**src/rtl/divider_if.sv**
```systemverilog
// Start/busy/done handshake and operand/result bundle for divider_seq.
// master drives the request side; slave is the divider itself.
interface divider_if #(
    parameter int DW = 8,
    parameter int VW = 4
);
    logic          start;
    logic [DW-1:0] dividend;
    logic [VW-1:0] divisor;
    logic          busy;
    logic          done;
    logic [DW-1:0] quot;
    logic [VW-1:0] rem;
    logic          dz;

    modport master (
        output start, dividend, divisor,
        input  busy, done, quot, rem, dz
    );

    modport slave (
        input  start, dividend, divisor,
        output busy, done, quot, rem, dz
    );
endinterface

```
**src/rtl/divider_seq.sv**
```systemverilog
// Sequential restoring divider, one quotient bit per clock, MSB first.
// Define SIGNED_DIV_EN for two's-complement truncating division (sign fix-up on the load into DONE).
module divider_seq #(
    parameter int DW = 8,
    parameter int VW = 4
) (
    input  logic     clk,
    input  logic     rst,
    divider_if.slave bus
);
    localparam int CW = (DW > 1) ? $clog2(DW) : 1;

    typedef enum logic [1:0] {IDLE, CALC, DONE} state_t;

    state_t        state_reg, state_next;
    logic [CW-1:0] cnt_reg, cnt_next;
    logic [VW:0]   p_reg, p_next;
    logic [DW-1:0] q_reg, q_next;
    logic [VW-1:0] dvs_reg, dvs_next;
    logic [DW-1:0] quot_reg, quot_next;
    logic [VW-1:0] rem_reg, rem_next;
    logic          dz_reg, dz_next;

    logic [DW-1:0] a_mag;
    logic [VW-1:0] b_mag;
    logic [VW+1:0] t;
    logic          fits;
    logic [VW:0]   p_step;
    logic [DW-1:0] q_step;
    logic [DW-1:0] q_fix;
    logic [VW-1:0] r_fix;

    // One restoring step: shift {P,Q} left, trial-subtract, keep the difference only if it did not go negative.
    assign t      = {p_reg, q_reg[DW-1]} - {2'b00, dvs_reg};
    assign fits   = ~t[VW+1];
    assign p_step = fits ? t[VW:0] : {p_reg[VW-1:0], q_reg[DW-1]};
    assign q_step = {q_reg[DW-2:0], fits};

`ifdef SIGNED_DIV_EN
    logic neg_q_reg, neg_q_next;
    logic neg_r_reg, neg_r_next;

    // The core only ever sees magnitudes; the most-negative value maps onto itself, which is its correct unsigned magnitude.
    assign a_mag = bus.dividend[DW-1] ? -bus.dividend : bus.dividend;
    assign b_mag = bus.divisor[VW-1]  ? -bus.divisor  : bus.divisor;
    assign q_fix = neg_q_reg ? -q_step : q_step;
    assign r_fix = neg_r_reg ? -p_step[VW-1:0] : p_step[VW-1:0];
`else
    assign a_mag = bus.dividend;
    assign b_mag = bus.divisor;
    assign q_fix = q_step;
    assign r_fix = p_step[VW-1:0];
`endif

    always_comb begin
        state_next = state_reg;
        cnt_next   = cnt_reg;
        p_next     = p_reg;
        q_next     = q_reg;
        dvs_next   = dvs_reg;
        quot_next  = quot_reg;
        rem_next   = rem_reg;
        dz_next    = dz_reg;
`ifdef SIGNED_DIV_EN
        neg_q_next = neg_q_reg;
        neg_r_next = neg_r_reg;
`endif
        case (state_reg)
            IDLE: begin
                if (bus.start) begin
                    if (bus.divisor != '0) begin
                        dvs_next   = b_mag;
                        q_next     = a_mag;
                        p_next     = '0;
                        cnt_next   = CW'(DW - 1);
                        state_next = CALC;
`ifdef SIGNED_DIV_EN
                        neg_q_next = bus.dividend[DW-1] ^ bus.divisor[VW-1];
                        neg_r_next = bus.dividend[DW-1];
`endif
                    end else begin
                        quot_next  = '1;
                        rem_next   = '0;
                        dz_next    = 1'b1;
                        state_next = DONE;
                    end
                end
            end
            CALC: begin
                p_next = p_step;
                q_next = q_step;
                if (cnt_reg == '0) begin
                    quot_next  = q_fix;
                    rem_next   = r_fix;
                    dz_next    = 1'b0;
                    state_next = DONE;
                end else begin
                    cnt_next = cnt_reg - 1'b1;
                end
            end
            DONE:    state_next = IDLE;
            default: state_next = IDLE;
        endcase
    end

    always_ff @(posedge clk or posedge rst) begin
        if (rst) begin
            state_reg <= IDLE;
            cnt_reg   <= '0;
            p_reg     <= '0;
            q_reg     <= '0;
            dvs_reg   <= '0;
            quot_reg  <= '0;
            rem_reg   <= '0;
            dz_reg    <= 1'b0;
`ifdef SIGNED_DIV_EN
            neg_q_reg <= 1'b0;
            neg_r_reg <= 1'b0;
`endif
        end else begin
            state_reg <= state_next;
            cnt_reg   <= cnt_next;
            p_reg     <= p_next;
            q_reg     <= q_next;
            dvs_reg   <= dvs_next;
            quot_reg  <= quot_next;
            rem_reg   <= rem_next;
            dz_reg    <= dz_next;
`ifdef SIGNED_DIV_EN
            neg_q_reg <= neg_q_next;
            neg_r_reg <= neg_r_next;
`endif
        end
    end

    assign bus.busy = (state_reg != IDLE);
    assign bus.done = (state_reg == DONE);
    assign bus.quot = quot_reg;
    assign bus.rem  = rem_reg;
    assign bus.dz   = dz_reg;
endmodule
```
**src/flat_wrapper.sv**
```systemverilog
// flat-port wrapper written by rule: the top's interface ports become plain ports
module divider_seq_flat 
#(
    parameter int DW = 8,
    parameter int VW = 4
)
  (clk, rst, bus_start, bus_dividend, bus_divisor, bus_busy, bus_done, bus_quot, bus_rem, bus_dz);
  divider_if #(.DW(DW), .VW(VW)) bus_i ();
  input  logic clk;
  input  logic rst;
  input wire logic [$bits(bus_i.start)-1:0] bus_start;
  input wire logic [$bits(bus_i.dividend)-1:0] bus_dividend;
  input wire logic [$bits(bus_i.divisor)-1:0] bus_divisor;
  output wire logic [$bits(bus_i.busy)-1:0] bus_busy;
  output wire logic [$bits(bus_i.done)-1:0] bus_done;
  output wire logic [$bits(bus_i.quot)-1:0] bus_quot;
  output wire logic [$bits(bus_i.rem)-1:0] bus_rem;
  output wire logic [$bits(bus_i.dz)-1:0] bus_dz;
  assign bus_i.start = bus_start;
  assign bus_i.dividend = bus_dividend;
  assign bus_i.divisor = bus_divisor;
  assign bus_busy = bus_i.busy;
  assign bus_done = bus_i.done;
  assign bus_quot = bus_i.quot;
  assign bus_rem = bus_i.rem;
  assign bus_dz = bus_i.dz;
  divider_seq #(.DW(DW), .VW(VW)) u_core (.clk(clk), .rst(rst), .bus(bus_i));
endmodule
```
**config.mk**
```make
export PLATFORM = sky130hd
export DESIGN_NAME = divider_seq_flat
export DESIGN_NICKNAME = d
export VERILOG_FILES = /design/src/rtl/divider_if.sv /design/src/rtl/divider_seq.sv /design/src/flat_wrapper.sv
export SDC_FILE = /design/constraint.sdc
export NUM_CORES = 1
export LEC_CHECK = 0
export BUFFER_PORTS_ARGS = -buffer_cell sky130_fd_sc_hd__buf_2
export CAP_MARGIN = 30
export CORE_ASPECT_RATIO = 1.1
export CORE_MARGIN = 2
export CORE_UTILIZATION = 55
export DETAILED_ROUTE_END_ITERATION = 6
export PLACE_DENSITY = 0.81
export REMOVE_ABC_BUFFERS = 1
export SLEW_MARGIN = 20
export SYNTH_ARGS = -nofsm -noshare
export SYNTH_HDL_FRONTEND = slang
export SYNTH_SLANG_ARGS = --single-unit
export TNS_END_PERCENT = 30
```
**constraint.sdc**
```tcl
create_clock -name clk -period 2.5 [get_ports clk]
set_input_delay 0.375 -clock clk [delete_from_list [all_inputs] [get_ports clk]]
set_output_delay 0.375 -clock clk [all_outputs]
set_load 0.05 [all_outputs]
```
==> impl_metrics.py <==
metrics = {
    "routing": {
        "post_drt_via_cell_ratio": 5.831,
        "wire_per_inst_um": 14.87,
        "vias": 1452,
        "drc": 0,
        "first_pass_iters": 4,
        "drtAntennaViolNets": 0,
        "drt_iter0_markers": 49,
        "drt_wl_total_um": 3703,
    },
    "setup_path": {
        "worstPathRequired_ns": 2.77,
        "r2r_start": "u_core.p_reg[1]",
        "crit_slowest_cell": "dfrtp_1",
        "reg2reg_setup_slack_ns": 0.44,
        "critPathKind": "flip-flop to flip-flop",
        "cp_cell_sequence": "ha_1 > or2_1 > o221a_4 > o211ai_4 > mux2_2 > o21ai_0",
        "worstPathMaxFanout": 6,
        "slowest_delay_ns": 0.42,
        "start_kind": "flip-flop",
        "end_kind": "flip-flop",
        "r2r_end": "u_core.bus.rem[2]",
        "reg2regPathDepth": 6,
        "cp.arrival_ns": 2.33,
    },
    "yosys": {
        "ys_types": 37,
        "syn_area_um2": 1764,
        "synth_area_per_cell_um2": 9.640,
        "synth_flop_cell": "dfrtp_1",
        "ys_seq_area_share_pct": 49.65,
        "synth-edff-count": 0,
        "ys_ff_latch": 35,
        "async_reset_ff_share_pct": 100.0,
        "yosys_warnings": 0,
        "syn_inst": 183,
    },
    "cts": {
        "ctsResizeCount": 0,
        "clkLatencyLatePin_ns": 0.35,
        "post_cts_buffers": 0,
        "cts_root_buf": "clkbuf_4",
        "cts_tree": "yes",
        "cts-htree-levels": 2,
        "hold_buffers": 0,
        "clk_pin_slew_ns": 0.11,
        "clock-sinks": 35,
        "cts_buffer_depth": 2,
        "cts_buffers": 5,
    },
    "floorplan": {
        "initial_core_util_pct": 57.88,
        "fp-row-count": 21,
        "dieArea_um2": 3677,
        "core_area_um2": 3048,
        "die_h_um": 63.40,
        "dieWidth_um": 58,
        "ioPinCount": 30,
    },
    "sta": {
        "timing.final.crit_share_pct": 82.49,
        "maxSlewViolCount": 0,
        "fin_crit_ns": 2.062,
        "whs_ns": 0.09531,
        "worst_pin_slew_ns": 0.6165,
        "clock_skew_ns": 0.009033,
        "tns_ns": 0,
        "maxSlewHeadroom_pct": 58.90,
        "rsz0062_at_grt": "false",
        "finalSetupViolations": 0,
        "hold_violations": 0,
        "fmax_ghz": 0.4849,
    },
    "placed_design": {
        "placed_area_um2": 1934,
        "io_buffers": 29,
        "hpwl_um": 2718,
        "gp_congestion": 0.7582,
    },
    "power": {
        "vdd_drop_max_mv": 1.115,
        "power_density_nw_per_um2": 1604,
        "p_leak_uw": 0.001015,
    },
    "layout": {
        "diodes": 0,
        "fin_nets": 236,
        "fillerInstances": 243,
        "area_growth_pct": 14.54,
        "drive_gt1_share_pct": 22.33,
        "regArea_um2": 875.8,
        "final_area_um2": 2021,
        "multi_input_area_um2": 814.5,
    },
    "global_route": {
        "grt_pass1_wl_um": 6582,
        "gr-usage-all-layers_pct": 23.73,
        "grt_antenna_before_repair": 0,
        "grt-ovfl-total": 0,
        "first_global_vias": 1417,
        "grt_max_degree": 36,
    },
    "worst_hold_path": {
        "hold_path_class": "input pin to asynchronous set/reset pin",
    },
    "job": {
        "maxCapViolations": 0,
    },
    "outcome": {
        "outcome": "completed",
    },
}
metrics by stage:
stage	util [%]	std cells	setup WS, ns	power (uW)
floorplan	-	176	0.6052	2402
global placement	63.46	241	0.5569	2733
detailed placement	63.46	241	0.4452	2823
CTS	66.30	249	0.4323	3257
global route	66.30	249	0.3046	3511
finish	66.30	249	0.4378	3240
power by group:
part / switching [uW] / internal [uW] / total, uW
sequential: 207 / 846 / 1050
clock: 197 / 236 / 433
combinational: 1120 / 632 / 1750
total: 1530 / 1710 / 3240
cells in the final DEF (no fill, tap or decap), drive strengths merged, types with 2 or more instances in the layout:
cell type	count
o22ai	2
a22o	2
dfrtp	35
nand2b	3
clkbuf	6
or2	2
and3	8
o21a	2
nor2	12
buf	31
ha	6
inv	11
a21oi	12
nor2b	5
o211ai	3
o21ai	20
mux2	5
a31oi	3
mux2i	2
nand2	29
worst max-delay path by stage:
stage                       from                 to  slack [ns]  cells past startpoint
2_1_floorplan    u_core.p_reg[1]  u_core.bus.rem[2]        0.61                      6
3_3_place_gp     u_core.p_reg[1]  u_core.bus.rem[2]        0.56                      6
3_5_place_dp     u_core.p_reg[1]  u_core.bus.rem[2]        0.45                      6
4_1_cts          u_core.p_reg[0]  u_core.bus.rem[2]        0.43                      6
5_1_grt        u_core.dvs_reg[2]  u_core.bus.rem[2]        0.30                      7
6_report         u_core.p_reg[1]  u_core.bus.rem[2]        0.44                      6
area by class of cell:
class | count | share of cell area, %
sequential | 35 | 43.34
multi-input combinational | 130 | 40.31
timing repair buffer | 31 | 7.926
clock buffer | 6 | 2.539
tap | 34 | 2.105
inverter | 11 | 2.043
clock inverter | 2 | 1.734
kinds of logic (layout without fill, tap and decap cells):
kind of cell             after synthesis  after routing  share of synthesized area (%)
AND/OR/NAND/NOR                       65             65                          17.59
AO/OA/AOI/OAI                         50             50                          18.37
flip-flops                            35             35                          49.65
buffers and inverters                 18             50                          4.184
adder cells (fa/ha/maj)                7              7                          5.390
multiplexers                           7              7                          4.326
XOR/XNOR                               1              1                         0.4965
Yosys cell counts (3+ instances only):
| library cell | instances | area share (%) |
|---|---|---|
| nor2_1 | 12 | 2.6 |
| nand2_1 | 29 | 6.2 |
| nand2b_1 | 3 | 1.1 |
| inv_1 | 11 | 2.3 |
| clkbuf_1 | 4 | 0.85 |
| and3_1 | 8 | 2.8 |
| a21oi_1 | 12 | 3.4 |
| ha_1 | 6 | 4.3 |
| o21ai_0 | 20 | 5.7 |
| mux2_2 | 5 | 3.2 |
| a31oi_1 | 3 | 1.1 |
| nor2b_1 | 5 | 1.8 |
| dfrtp_1 | 35 | 50 |
per-layer routing:
metal,track usage (%),vias up,wire length (um)
li1,-,706,-
met1,32.10,698,1610
met2,37.36,43,1820
met3,6.366,5,219
met4,6.977,0,53
met5,0,-,0
critical path: cells and delay by family, from the launching register on:
kind | cells | cell delay, ns
and+or+nand+nor | 1 | 0.27
adders and majority gates | 1 | 0.25
DFF | 1 | 0.42
muxes | 1 | 0.38
AOI/OAI and AO/OA | 3 | 0.68
No activity file was read; power rests on OpenSTA's default activity.
